$ cat src/rtl/uart_msg_decoder.sv
// rtl/uart_msg_decoder.sv - framed SOF/CMD/ARG/EOF command decoder; UART_MSG_DECODER_CHECKSUM_EN adds a CHK byte
module uart_msg_decoder #(
    parameter int                          DATA_W    = 8,
    parameter int                          NUM_CMD   = 4,
    parameter logic [NUM_CMD*DATA_W-1:0]   CMD_CODES = {8'h53, 8'h50, 8'h4C, 8'h52},
    parameter logic [DATA_W-1:0]           SOF       = 8'h23,
    parameter logic [DATA_W-1:0]           EOF       = 8'h0A,
    parameter int                          TIMEOUT   = 1000000,
    parameter int                          TO_W      = 20
) (
    input  logic               clk,
    input  logic               rst,
    input  logic               rx_valid,
    input  logic [DATA_W-1:0]  rx_data,
    input  logic               enable,
    input  logic [NUM_CMD-1:0] flag_clr,
    output logic [NUM_CMD-1:0] cmd_pulse,
    output logic [NUM_CMD-1:0] cmd_flag,
    output logic [DATA_W-1:0]  cmd_arg,
    output logic               frame_err,
    output logic               busy
);

    localparam int IDX_W = (NUM_CMD > 1) ? $clog2(NUM_CMD) : 1;

    localparam logic [2:0] IDLE    = 3'd0;
    localparam logic [2:0] GET_CMD = 3'd1;
    localparam logic [2:0] GET_ARG = 3'd2;
    localparam logic [2:0] GET_EOF = 3'd3;
`ifdef UART_MSG_DECODER_CHECKSUM_EN
    localparam logic [2:0] GET_CHK = 3'd4;
`endif

    localparam logic [TO_W-1:0] TO_LAST = (TIMEOUT > 0) ? TO_W'(TIMEOUT - 1) : '0;

    logic [2:0]        state;
    logic [IDX_W-1:0]  idx;
    logic [DATA_W-1:0] arg_pend;
    logic [TO_W-1:0]   to_cnt;
`ifdef UART_MSG_DECODER_CHECKSUM_EN
    logic [DATA_W-1:0] cmd_byte;
`endif

    logic              hit;
    logic [IDX_W-1:0]  hit_idx;
    logic              to_fire;

    // Scan downward so the lowest matching index is the one left standing.
    always_comb begin
        hit     = 1'b0;
        hit_idx = '0;
        for (int i = NUM_CMD - 1; i >= 0; i--) begin
            if (rx_data == CMD_CODES[i*DATA_W +: DATA_W]) begin
                hit     = 1'b1;
                hit_idx = IDX_W'(i);
            end
        end
    end

    // A byte arriving on the expiry cycle takes precedence over the timeout.
    assign to_fire = (TIMEOUT > 0) && enable && (state != IDLE) && !rx_valid && (to_cnt == TO_LAST);
    assign busy    = (state != IDLE);

    always_ff @(posedge clk) begin
        if (rst) begin
            state     <= IDLE;
            idx       <= '0;
            arg_pend  <= '0;
            to_cnt    <= '0;
            cmd_pulse <= '0;
            cmd_flag  <= '0;
            cmd_arg   <= '0;
            frame_err <= 1'b0;
`ifdef UART_MSG_DECODER_CHECKSUM_EN
            cmd_byte  <= '0;
`endif
        end else begin
            cmd_pulse <= '0;
            frame_err <= 1'b0;
            cmd_flag  <= cmd_flag & ~flag_clr;
            if (!enable) begin
                state    <= IDLE;
                cmd_flag <= '0;
                to_cnt   <= '0;
            end else begin
                if (state == IDLE || rx_valid || to_fire) begin
                    to_cnt <= '0;
                end else if (to_cnt != '1) begin
                    to_cnt <= to_cnt + TO_W'(1);
                end

                if (to_fire) begin
                    frame_err <= 1'b1;
                    state     <= IDLE;
                end else if (rx_valid) begin
                    case (state)
                        IDLE: begin
                            if (rx_data == SOF) state <= GET_CMD;
                        end
                        GET_CMD: begin
                            if (rx_data == SOF) begin
                                state <= GET_CMD;
                            end else if (hit) begin
                                idx   <= hit_idx;
`ifdef UART_MSG_DECODER_CHECKSUM_EN
                                cmd_byte <= rx_data;
`endif
                                state <= GET_ARG;
                            end else begin
                                frame_err <= 1'b1;
                                state     <= IDLE;
                            end
                        end
                        GET_ARG: begin
                            arg_pend <= rx_data;
`ifdef UART_MSG_DECODER_CHECKSUM_EN
                            state    <= GET_CHK;
`else
                            state    <= GET_EOF;
`endif
                        end
`ifdef UART_MSG_DECODER_CHECKSUM_EN
                        GET_CHK: begin
                            if (rx_data == (cmd_byte ^ arg_pend)) begin
                                state <= GET_EOF;
                            end else begin
                                frame_err <= 1'b1;
                                state     <= IDLE;
                            end
                        end
`endif
                        GET_EOF: begin
                            // The set is written after the clear above, so it wins on the same bit.
                            if (rx_data == EOF) begin
                                cmd_pulse[idx] <= 1'b1;
                                cmd_flag[idx]  <= 1'b1;
                                cmd_arg        <= arg_pend;
                            end else begin
                                frame_err <= 1'b1;
                            end
                            state <= IDLE;
                        end
                        default: state <= IDLE;
                    endcase
                end
            end
        end
    end

endmodule
$ cat config.mk
export PLATFORM = sky130hd
export DESIGN_NAME = uart_msg_decoder
export DESIGN_NICKNAME = d
export VERILOG_FILES = /design/src/rtl/uart_msg_decoder.sv
export SDC_FILE = /design/constraint.sdc
export NUM_CORES = 1
export LEC_CHECK = 0
export BUFFER_PORTS_ARGS = -buffer_cell sky130_fd_sc_hd__buf_2
export CAP_MARGIN = 40
export CORE_MARGIN = 2
export CORE_UTILIZATION = 50
export CTS_CLUSTER_SIZE = 12
export DETAILED_ROUTE_END_ITERATION = 10
export GPL_ROUTABILITY_DRIVEN = 0
export GPL_TIMING_DRIVEN = 1
export PLACE_DENSITY = 0.71
export SLEW_MARGIN = 0
export SYNTH_ARGS = -nofsm -noshare
export SYNTH_HDL_FRONTEND = slang
export SYNTH_SLANG_ARGS = --single-unit
$ cat constraint.sdc
create_clock -name clk -period 1.9 [get_ports clk]
set_input_delay 0.095 -clock clk [delete_from_list [all_inputs] [get_ports clk]]
set_output_delay 0.095 -clock clk [all_outputs]
set_load 0.02 [all_outputs]
Word level (Yosys, flattened, before mapping). Index checks and enable logic that the tools add are counted.

Magnitude comparators: 2. Reductions and logical operators: 17. Bitwise gates (word level): 9. Add/subtract/negate cells: 1. Equal/unequal tests: 12. Mux-type cells: 24.

Operators with widths (number): $eq A8 B7 Y1 const B (4); $add A20 B1 Y20 const B (1); $eq A20 B20 Y1 const B (1); $ne A20 B20 Y1 const B (1); $mux W4 (4); $mux W2 (6); $mux W1 (10); $pmux W3 S3 (1); $eq A8 B4 Y1 const B (1); $eq A8 B6 Y1 const B (1); $eq A3 B2 Y1 const B (2); $not A1 Y1 (6); $reduce_and A6 Y1 (1); $reduce_or A3 Y1 (2); $reduce_or A6 Y1 (1); $reduce_and A5 Y1 (1); $and A4 B4 Y4 (1); $logic_and A1 B1 Y1 (4); $not A4 Y4 (1); $or A4 B4 Y4 (1); $reduce_and A4 Y1 (1); $eq A3 B1 Y1 const B (1); $logic_not A3 Y1 (1); $lt A2 B3 Y1 const B (1); 10 further kinds (11).

Logic and storage cells: 73. Bits of input ports: 16. Output and inout bits: 18. Register bits after elaboration: 50.

Logic depth before layout (Yosys ltp). Gate-level depths: netlist of the first run.

Depth in word-level cells: 10. Depth in mapped cells: 7. Gate-level depth less buffers: 6.

Least setup slack after synthesis of the first run. OpenSTA, ideal clock, no wires.

Path type: register to register. From: register to_cnt[0]. To: register to_cnt[6]. Cell stages (with the launch flop): 8. Slack: 0.070 ns. Arrival: 1.752 ns. Cells stage by stage: dfxtp_1 -> ha_1 -> and3_1 -> and3_1 -> a31o_2 -> or2_1 -> buf_2 -> nor3_1.

Word-level cells in the longest chain between the ends: 4. Elaborated cells on any way between the ends: 6. Those cells by class: 1 x add/sub; 2 x eq/ne; 3 x reduce/logical.

Ends and longest elaborated chain: from (decl) (RTL line 39) `logic [TO_W-1:0] to_cnt;`; from (signal assigned) (RTL line 89) `to_cnt <= to_cnt + TO_W'(1);`; branches (longest 4 deep; another with $add A20 B1 Y20).

Parallel ways; which one is timed is not known. A chain may end at the register's enable or synchronous reset.

Final worst setup path of the first run. Same ends and word-level chain as after synthesis.

==> results.sh, run 1 <==
export IMPL_setup_viol=0
export IMPL_critical_path_top_delay_family="simple AND/OR/NAND/NOR gates"
export IMPL_fmax_mhz=562
export IMPL_finalHoldViolations=0
export IMPL_start_util=0.529
export IMPL_finClkSkew_ns=0.00670
export IMPL_clk_latency_ns=0.30
export IMPL_fp_coreArea_sq_um=4090
export IMPL_p_comb_frac=0.035
export IMPL_grt_overflow_total=0
export IMPL_diodes=0
export IMPL_status="finished clean"
export IMPL_worst_pin_slew_ns=0.426
export IMPL_rsz0062_at_grt="no"
export IMPL_layout_min_cycle_time_ns=1.78
export IMPL_drv_slew=0
export IMPL_h_tree_depth=2
export IMPL_critPathBufInv=1
export IMPL_critPathArrivalTime_ns=2.00
export IMPL_drtIter0Drc=119
export IMPL_path_clk_slew_ns=0.09
export IMPL_layout_drive_gt1_share=0.225
export IMPL_syn_nets=271
export IMPL_utilization=0.641
export IMPL_cp_required_ns=2.12
export IMPL_switching_share=0.203
export IMPL_hold_class="input pin to flip-flop"
export IMPL_io_pins=34
export IMPL_use_met1=0.286
export IMPL_cts_sinks=49
export IMPL_vias=1910
export IMPL_grt_pass1_vias=1799
export IMPL_ir_drop_uv=511
export IMPL_synthCells=254
export IMPL_antenna_found_initial=0
export IMPL_io_buffer_count=33
export IMPL_num_rows=23
export IMPL_synth_edf_count=0
export IMPL_die_area_sq_um=4870
export IMPL_yosysWarnings=0
export IMPL_nets=318
export IMPL_grt_usage=0.193
export IMPL_synthesis_area_sq_um=2160
export IMPL_critPathLaunchType="flip-flop"
export IMPL_power_density_nw_per_um2=711
export IMPL_numCtsBuffers=5
export IMPL_met3_usage=0.0422
export IMPL_post_cts_buffers=0
export IMPL_routedWlPerCell_um=12.8
export IMPL_ys_seq_area_frac=0.453
export IMPL_dp_hpwl_um=3270
export IMPL_cpPeakStageDelay_ns=0.32
export IMPL_crit_chain="ha_1, and3_1, and3_4, a31o_2, or2_1, buf_12, nor3_1"
export IMPL_grt_pass1_wl_um=7840
export IMPL_drv_cap=0
export IMPL_ys_types=43
export IMPL_slowest_stage="dfxtp_1"
export IMPL_wirelength_um=4510
export IMPL_met2_usage=0.287
export IMPL_seqCellArea_sq_um=981
export IMPL_ys_seq_elements=49
export IMPL_vias_per_cell=5.43
export IMPL_cts_tree="built"
export IMPL_n_fill_cell=358
export IMPL_hold_buffers=0
export IMPL_avgSynthCellArea_sq_um=8.52
export IMPL_grt_busiest_layer="met2"
export IMPL_synthArstFlopShare=0
export IMPL_clockBufferDepth=2
export IMPL_drc=0
export IMPL_synth_main_ff_cell="dfxtp_1"
export IMPL_p_int_mw=1.48
export IMPL_grt_max_degree=21
export IMPL_p_seq_frac=0.552
export IMPL_power_mw=1.86
export IMPL_clk_root_buffer_cell="clkbuf_8"
export IMPL_area_growth_pct=21.1
export IMPL_antenna_left=0
export IMPL_crit_fanout=20
export IMPL_criticalPathCategory="flip-flop to flip-flop"
export IMPL_max_slew_margin=0.713
export IMPL_p_sw_mw=0.379
export IMPL_worstSetupEndpointType="flip-flop"
export IMPL_first_pass_iters=4
export IMPL_setup_tns_ns=0
export IMPL_multi_input_area_sq_um=1170
export IMPL_die_x_um=69.8
export IMPL_ctsResizeCount=0
export IMPL_clockPowerShare=0.413
export IMPL_fin_crit_sh=0.937
export IMPL_die_h_um=69.8
export IMPL_p_leak_nw=1.03
[layout by cell type, fill, tap and decap left out, types with 2 or more instances in the layout]
cell	synthesis	layout
and4_1	3	3
nor3b_2	0	2
buf_2	2	33
a21oi_1	22	22
or4b_4	2	2
nand2b_1	5	5
nand4_1	7	7
inv_1	2	2
xnor2_1	6	6
o21ai_0	2	2
a211oi_1	3	3
nor2_1	38	38
nand2_2	1	2
mux2i_1	10	10
nor3_1	10	9
nand3b_1	2	2
nand3_1	16	16
buf_4	0	12
nor4_1	3	3
xor2_1	5	5
or2_2	2	2
clkbuf_8	0	6
dfxtp_1	49	49
and3_1	6	5
o21bai_1	2	2
or3b_1	3	3
nand2_1	30	29
[logic make-up after synthesis]
family	Yosys count	share of synthesized area
DFF	49	0.453
AOI/OAI and AO/OA	36	0.0977
and+or+nand+nor	139	0.337
xor gates and xnor gates	11	0.0445
adders and majority gates	1	0.00578
buffers and inverters	8	0.0150
muxes	10	0.0463
[metal layers]
layer | wire length (um) | vias to the layer above
met2 | 1950 | 52
li1 | - | 989
met4 | 19 | 0
met5 | 0 | -
met1 | 2250 | 867
met3 | 290 | 2
[flip-flops by register name, summed over array words and instances (netlist names)]
name,flops
to_cnt,20
arg_pend,8
cmd_arg,8
cmd_flag,4
cmd_pulse,4
idx,2
state,2
frame_err,1
[cell type report]
type                    instances  area share
inverters                       2     0.00287
clock inverters                 2      0.0143
well taps                      50      0.0239
clock buffers                   6      0.0315
multi-input cells             197       0.448
flip-flops and latches         49       0.375
repair buffers                 46       0.105
[synth_stat cells (3+ instances only)]
cell type  number  area (sq um)
or3b_1          3          26.3
nand2_1        30           113
nand3_1        16          80.1
nor2_1         38           143
nor3_1         10          50.1
nand4_1         7          43.8
xnor2_1         6          52.6
nor4_1          3          18.8
a211oi_1        3          22.5
mux2i_1        10           100
xor2_1          5          43.8
a21oi_1        22           110
dfxtp_1        49           981
and4_1          3          26.3
nand2b_1        5          31.3
and3_1          6          37.5
clkbuf_1        4          15.0
[final timing paths]
path	cells past startpoint	end	slack [ns]	from
worst min-delay path	3	cmd_flag[3]	0.05	flag_clr[3]
worst max-delay path	7	to_cnt[6]	0.12	to_cnt[0]
worst min register to register	2	arg_pend[5]	0.46	arg_pend[5]
worst max register to register	7	to_cnt[6]	0.12	to_cnt[0]
[through the flow]
step                      instance area [sq um]  instances  hold WS, ns  worst slack [ns]
after floorplan                            2160        254        0.191            0.0700
after global placement                     2480        344        0.359             0.132
after detailed placement                   2480        344        0.361            0.0744
after CTS                                  2600        352       0.0458            0.0630
after global routing                       2620        352       0.0497           0.00816
final                                      2620        352       0.0488             0.121
[power by group through the flow]
stage	registers, mW	clock network, mW	logic, mW
after floorplan	1.05	0	0.0276
after CTS	1.03	0.781	0.0657
after detailed placement	1.05	0	0.0643
final	1.03	0.769	0.0654
after global placement	1.05	0	0.0641
after global routing	1.03	0.828	0.0721
[worst register-to-register path: cells and delay by family, from the launching register on]
family | cells | cell delay, ns
buffers and inverters | 1 | 0.16
DFF | 1 | 0.32
and+or+nand+nor | 4 | 0.80
adders and majority gates | 1 | 0.20
AOI/OAI and AO/OA | 1 | 0.23
No activity file was read; power rests on OpenSTA's default activity.
==> run 2, diff against run 1 <==
CELL_PAD_IN_SITES_DETAIL_PLACEMENT = 0   (was default)
CELL_PAD_IN_SITES_GLOBAL_PLACEMENT = 2   (was default)
CORE_UTILIZATION = 30   (was 50)
==> run 2 against run 1 <==
Compared with the run above: critical path depth stayed put; first-iteration DRC count is 40% lower; via count hardly changed; final cell count is 14% higher.
==> results.sh, run 2 (synthesis results as in run 1) <==
export IMPL_r2r_cells=7
export IMPL_final_cell_mix="dfxtp_1 (49), nor2_1 (38), buf_2 (33), nand2_1 (30), a21oi_1 (22)"
export IMPL_grt_max_degree=19
export IMPL_finClkSkew_ns=0.0119
export IMPL_drv_slew=0
export IMPL_ir_drop_uv=241
export IMPL_seqCellArea_sq_um=981
export IMPL_setup_viol=0
export IMPL_dpl_worst_slack_ns=0.0834
export IMPL_setup_slack_ns=0.110
export IMPL_hold_class="input pin to flip-flop"
export IMPL_area_growth_pct=24.1
export IMPL_critPathArrivalTime_ns=2.01
export IMPL_cts_sinks=49
export IMPL_cp_required_ns=2.12
export IMPL_crit_fanout=11
export IMPL_grt_usage=0.139
export IMPL_p_leak_nw=1.03
export IMPL_wirelength_um=5120
export IMPL_hold_path_end="state[0]"
export IMPL_max_slew_margin=0.728
export IMPL_final_area_sq_um=2680
export IMPL_die_area_sq_um=7910
export IMPL_start_util=0.315
export IMPL_num_rows=30
export IMPL_grt_busiest_layer="met2"
export IMPL_layout_min_cycle_time_ns=1.79
export IMPL_drtIter0Drc=71
export IMPL_top_regs="to_cnt: 20 flops, arg_pend: 8 flops, cmd_arg: 8 flops"
export IMPL_worstReg2RegStart="to_cnt[0]"
export IMPL_worst_pin_slew_ns=0.405
export IMPL_die_h_um=88.9
export IMPL_clk_root_buffer_cell="clkbuf_8"
export IMPL_multi_input_area_sq_um=1190
export IMPL_dpl_cell_count=392
export IMPL_hold_buffers=0
export IMPL_fmax_mhz=559
export IMPL_antenna_found_initial=0
export IMPL_worstSetupEndpointType="flip-flop"
export IMPL_met3_usage=0.0360
export IMPL_clk_latency_ns=0.30
export IMPL_nets=320
export IMPL_die_x_um=88.9
export IMPL_routedWlPerCell_um=12.8
export IMPL_io_pins=34
export IMPL_criticalPathCategory="flip-flop to flip-flop"
export IMPL_antenna_left=0
export IMPL_drv_cap=0
export IMPL_finalHoldViolations=0
export IMPL_use_met1=0.198
export IMPL_regMostFlops="to_cnt"
export IMPL_clockBufferDepth=2
export IMPL_setup_tns_ns=0
export IMPL_io_buffer_count=33
export IMPL_fin_crit_sh=0.942
export IMPL_grt_pass1_wl_um=8540
export IMPL_holdCritStartpoint="rx_valid"
export IMPL_power_mw=1.85
export IMPL_vias_per_cell=4.77
export IMPL_layout_drive_gt1_share=0.234
export IMPL_cts_tree="built"
export IMPL_status="finished clean"
export IMPL_drc=0
export IMPL_met2_usage=0.209
export IMPL_power_density_nw_per_um2=691
export IMPL_dpl_cell_area_sq_um=2540
export IMPL_vias=1909
export IMPL_fp_coreArea_sq_um=6870
export IMPL_dp_hpwl_um=3790
export IMPL_n_fill_cell=737
export IMPL_r2r_setup_slack_ns=0.11
export IMPL_numCtsBuffers=5
export IMPL_largest_register_ffs=20
export IMPL_layout_commonest_cell="dfxtp_1"
export IMPL_layout_cells_non_filler=400
export IMPL_r2r_end="to_cnt[11]"
export IMPL_diodes=0
export IMPL_first_pass_iters=4
export IMPL_h_tree_depth=2
export IMPL_rsz0062_at_grt="no"
export IMPL_grt_overflow_total=0
export IMPL_critPathLaunchType="flip-flop"
export IMPL_grt_pass1_vias=1822
export IMPL_path_clk_slew_ns=0.10
export IMPL_min_delay_path_depth=2
-- run 2: per-stage QoR --
stage | hold slack, ns | utilization
global placement | 0.362 | 0.369
global route | 0.0355 | 0.391
finish | 0.0382 | 0.391
detailed placement | 0.363 | 0.369
CTS | 0.0285 | 0.385
floorplan | 0.191 | -
-- run 2: routing by layer --
layer / vias up / routed length (um)
li1: 1000 / -
met3: 6 / 203
met1: 868 / 2690
met4: 0 / 48
met2: 35 / 2170
met5: - / 0
-- run 2: where the power goes --
part,internal (mW),leakage [nW],switching [mW]
Combinational,0.0269,0.576,0.0390
Clock,0.396,0.0554,0.364
Sequential,1.03,0.395,0.000954
Total,1.45,1.03,0.404
-- run 2: worst max-delay path by stage --
stage	startpoint	endpoint	cells after the start
final	to_cnt[0]	to_cnt[11]	7
after global routing	to_cnt[0]	to_cnt[11]	7
after CTS	to_cnt[0]	to_cnt[11]	7
after detailed placement	to_cnt[0]	to_cnt[2]	7
after global placement	to_cnt[0]	to_cnt[10]	7
after floorplan	to_cnt[0]	to_cnt[6]	7
-- run 2: area by class of cell --
cell class / count / share of cell area
clock buffers: 6 / 0.0270
multi-input cells: 197 / 0.442
repair buffers: 48 / 0.103
well taps: 96 / 0.0448
inverters: 2 / 0.00280
clock inverters: 2 / 0.0145
flip-flops and latches: 49 / 0.366
-- run 2: what timing repair did --
action | in CTS | in global routing
endpoints found under the setup margin | 0 | 8
buffers inserted | 0 | 0
endpoints found under the hold margin | 0 | 0
resized for setup | 0 | 7
-- run 2: critical path, stage by stage, from the launching register on --
cell	delay, ns
dfxtp_1	0.33
ha_1	0.20
and3_1	0.20
and3_4	0.20
a31o_2	0.23
or2_1	0.22
buf_4	0.18
a211oi_2	0.15
==> run 3, diff against run 2 <==
BUFFER_PORTS_ARGS = -buffer_cell sky130_fd_sc_hd__clkbuf_2   (was -buffer_cell sky130_fd_sc_hd__buf_2)
CORE_MARGIN = 10   (was 2)
==> run 3 against run 2 <==
Compared with the run above: design area did not move; sequential power barely moved; clock power fell by 1%; highest routed layer unchanged; worst hold slack improved by 0.0024 ns; combinational power rose by 3%; critical path depth did not move; flip-flop and latch count did not move; first-iteration DRC count fell by 28%.
==> results.sh, run 3 (synthesis results as in run 1) <==
export IMPL_critPathLaunchType="flip-flop"
export IMPL_finalHoldViolations=0
export IMPL_critPathArrivalTime_ns=2.06
export IMPL_n_fill_cell=772
export IMPL_final_cell_mix="dfxtp_1 (49), nor2_1 (38), clkbuf_2 (33), nand2_1 (30), a21oi_1 (22)"
export IMPL_antenna_left=0
export IMPL_grt_max_degree=19
export IMPL_regMostFlops="to_cnt"
export IMPL_status="finished clean"
export IMPL_r2r_cells=7
export IMPL_finClkSkew_ns=0.00762
export IMPL_wirelength_um=5610
export IMPL_drtIter0Drc=51
export IMPL_criticalPathCategory="flip-flop to flip-flop"
export IMPL_nets=320
export IMPL_clockBufferDepth=2
export IMPL_rsz0062_at_grt="yes"
export IMPL_drc=0
export IMPL_layout_drive_gt1_share=0.234
export IMPL_cp_required_ns=2.13
export IMPL_vias=1901
export IMPL_hold_class="input pin to flip-flop"
export IMPL_vias_per_cell=4.75
export IMPL_h_tree_depth=2
export IMPL_utilization=0.389
export IMPL_layout_commonest_cell="dfxtp_1"
export IMPL_cts_sinks=49
export IMPL_max_slew_margin=0.702
export IMPL_crit_fanout=10
export IMPL_routedWlPerCell_um=14.0
export IMPL_dpl_worst_slack_ns=0.0791
export IMPL_area_growth_pct=24.1
export IMPL_dp_hpwl_um=4180
export IMPL_dpl_cell_count=392
export IMPL_worstSetupEndpointType="flip-flop"
export IMPL_layout_min_cycle_time_ns=1.83
export IMPL_io_pins=34
export IMPL_numCtsBuffers=5
export IMPL_drv_slew=0
export IMPL_die_x_um=105
export IMPL_layout_cells_non_filler=400
export IMPL_worst_pin_slew_ns=0.443
export IMPL_setup_tns_ns=0
export IMPL_antenna_found_initial=0
export IMPL_cpPeakStageDelay_ns=0.32
export IMPL_dpl_cell_area_sq_um=2540
export IMPL_io_buffer_count=33
export IMPL_fp_coreArea_sq_um=6910
export IMPL_grt_overflow_total=0
export IMPL_num_rows=30
export IMPL_slowest_stage="dfxtp_1"
export IMPL_min_delay_path_depth=3
export IMPL_grt_usage=0.103
export IMPL_p_leak_nw=1.02
export IMPL_fin_crit_sh=0.965
export IMPL_cts_tree="built"
export IMPL_clk_latency_ns=0.30
export IMPL_die_h_um=105
export IMPL_crit_chain="ha_1, and3_1, and3_2, a31o_2, or2_1, buf_4, nor3_1"
export IMPL_post_cts_buffers=0
export IMPL_ir_drop_uv=258
export IMPL_die_area_sq_um=11000
export IMPL_setup_slack_ns=0.0674
export IMPL_largest_register_ffs=20
export IMPL_path_clk_slew_ns=0.09
export IMPL_grt_pass1_vias=1874
export IMPL_grt_pass1_wl_um=9560
export IMPL_first_pass_iters=4
export IMPL_top_regs="to_cnt: 20 flops, arg_pend: 8 flops, cmd_arg: 8 flops"
export IMPL_clk_root_buffer_cell="clkbuf_8"
export IMPL_drv_cap=0
export IMPL_fmax_mhz=546
export IMPL_setup_viol=0
export IMPL_diodes=0
export IMPL_final_area_sq_um=2680
export IMPL_power_density_nw_per_um2=688
export IMPL_start_util=0.313
run 3: cell count changes in the layout (fill, tap and decap cells not counted), sizes merged:
cell	change
buf	-33
clkbuf	+33
run 3: what timing repair did:
action	4_1_cts	5_1_grt
resized for setup	0	8
hold buffers	0	0
setup endpoints to repair	0	19
run 3: power breakdown:
group	internal (mW)	switching [mW]	leakage, nW
Clock	0.396	0.356	0.0554
Sequential	1.03	0.00105	0.395
Combinational	0.0282	0.0397	0.566
run 3: area by class of cell:
class	instances	area, sq um	share of cell area
Clock buffer	6	72.6	0.0270
Clock inverter	2	38.8	0.0145
Timing Repair Buffer	48	282	0.105
Tap cell	96	120	0.0448
Inverter	2	7.51	0.00280
Sequential cell	49	981	0.366
Multi-Input combinational cell	197	1180	0.441
run 3: critical path: cells and delay by family (launching register included):
family	cells	cell delay (ns)
buf+inv	1	0.18
fa+ha+maj	1	0.20
compound gates	1	0.24
simple gates	4	0.82
flops	1	0.32
run 3: worst paths after layout:
| kind | slack, ns | from | endpoint |
|---|---|---|---|
| hold reg to reg | 0.46 | arg_pend[3] | arg_pend[3] |
| hold / removal | 0.04 | flag_clr[3] | cmd_flag[3] |
| setup / recovery | 0.07 | to_cnt[0] | to_cnt[10] |
| setup reg to reg | 0.07 | to_cnt[0] | to_cnt[10] |
run 3: routing by layer:
metal | global-route usage | share of wire
met2 | 0.150 | 0.42
met4 | 0.0343 | 0.012
met5 | 0 | 0
met3 | 0.0344 | 0.053
met1 | 0.139 | 0.51
run 3: stage by stage:
step	power [mW]	hold WS, ns
5_1_grt	1.93	0.0303
3_5_place_dp	1.12	0.369
3_3_place_gp	1.12	0.365
4_1_cts	1.89	0.0334
6_report	1.85	0.0407
2_1_floorplan	1.08	0.191
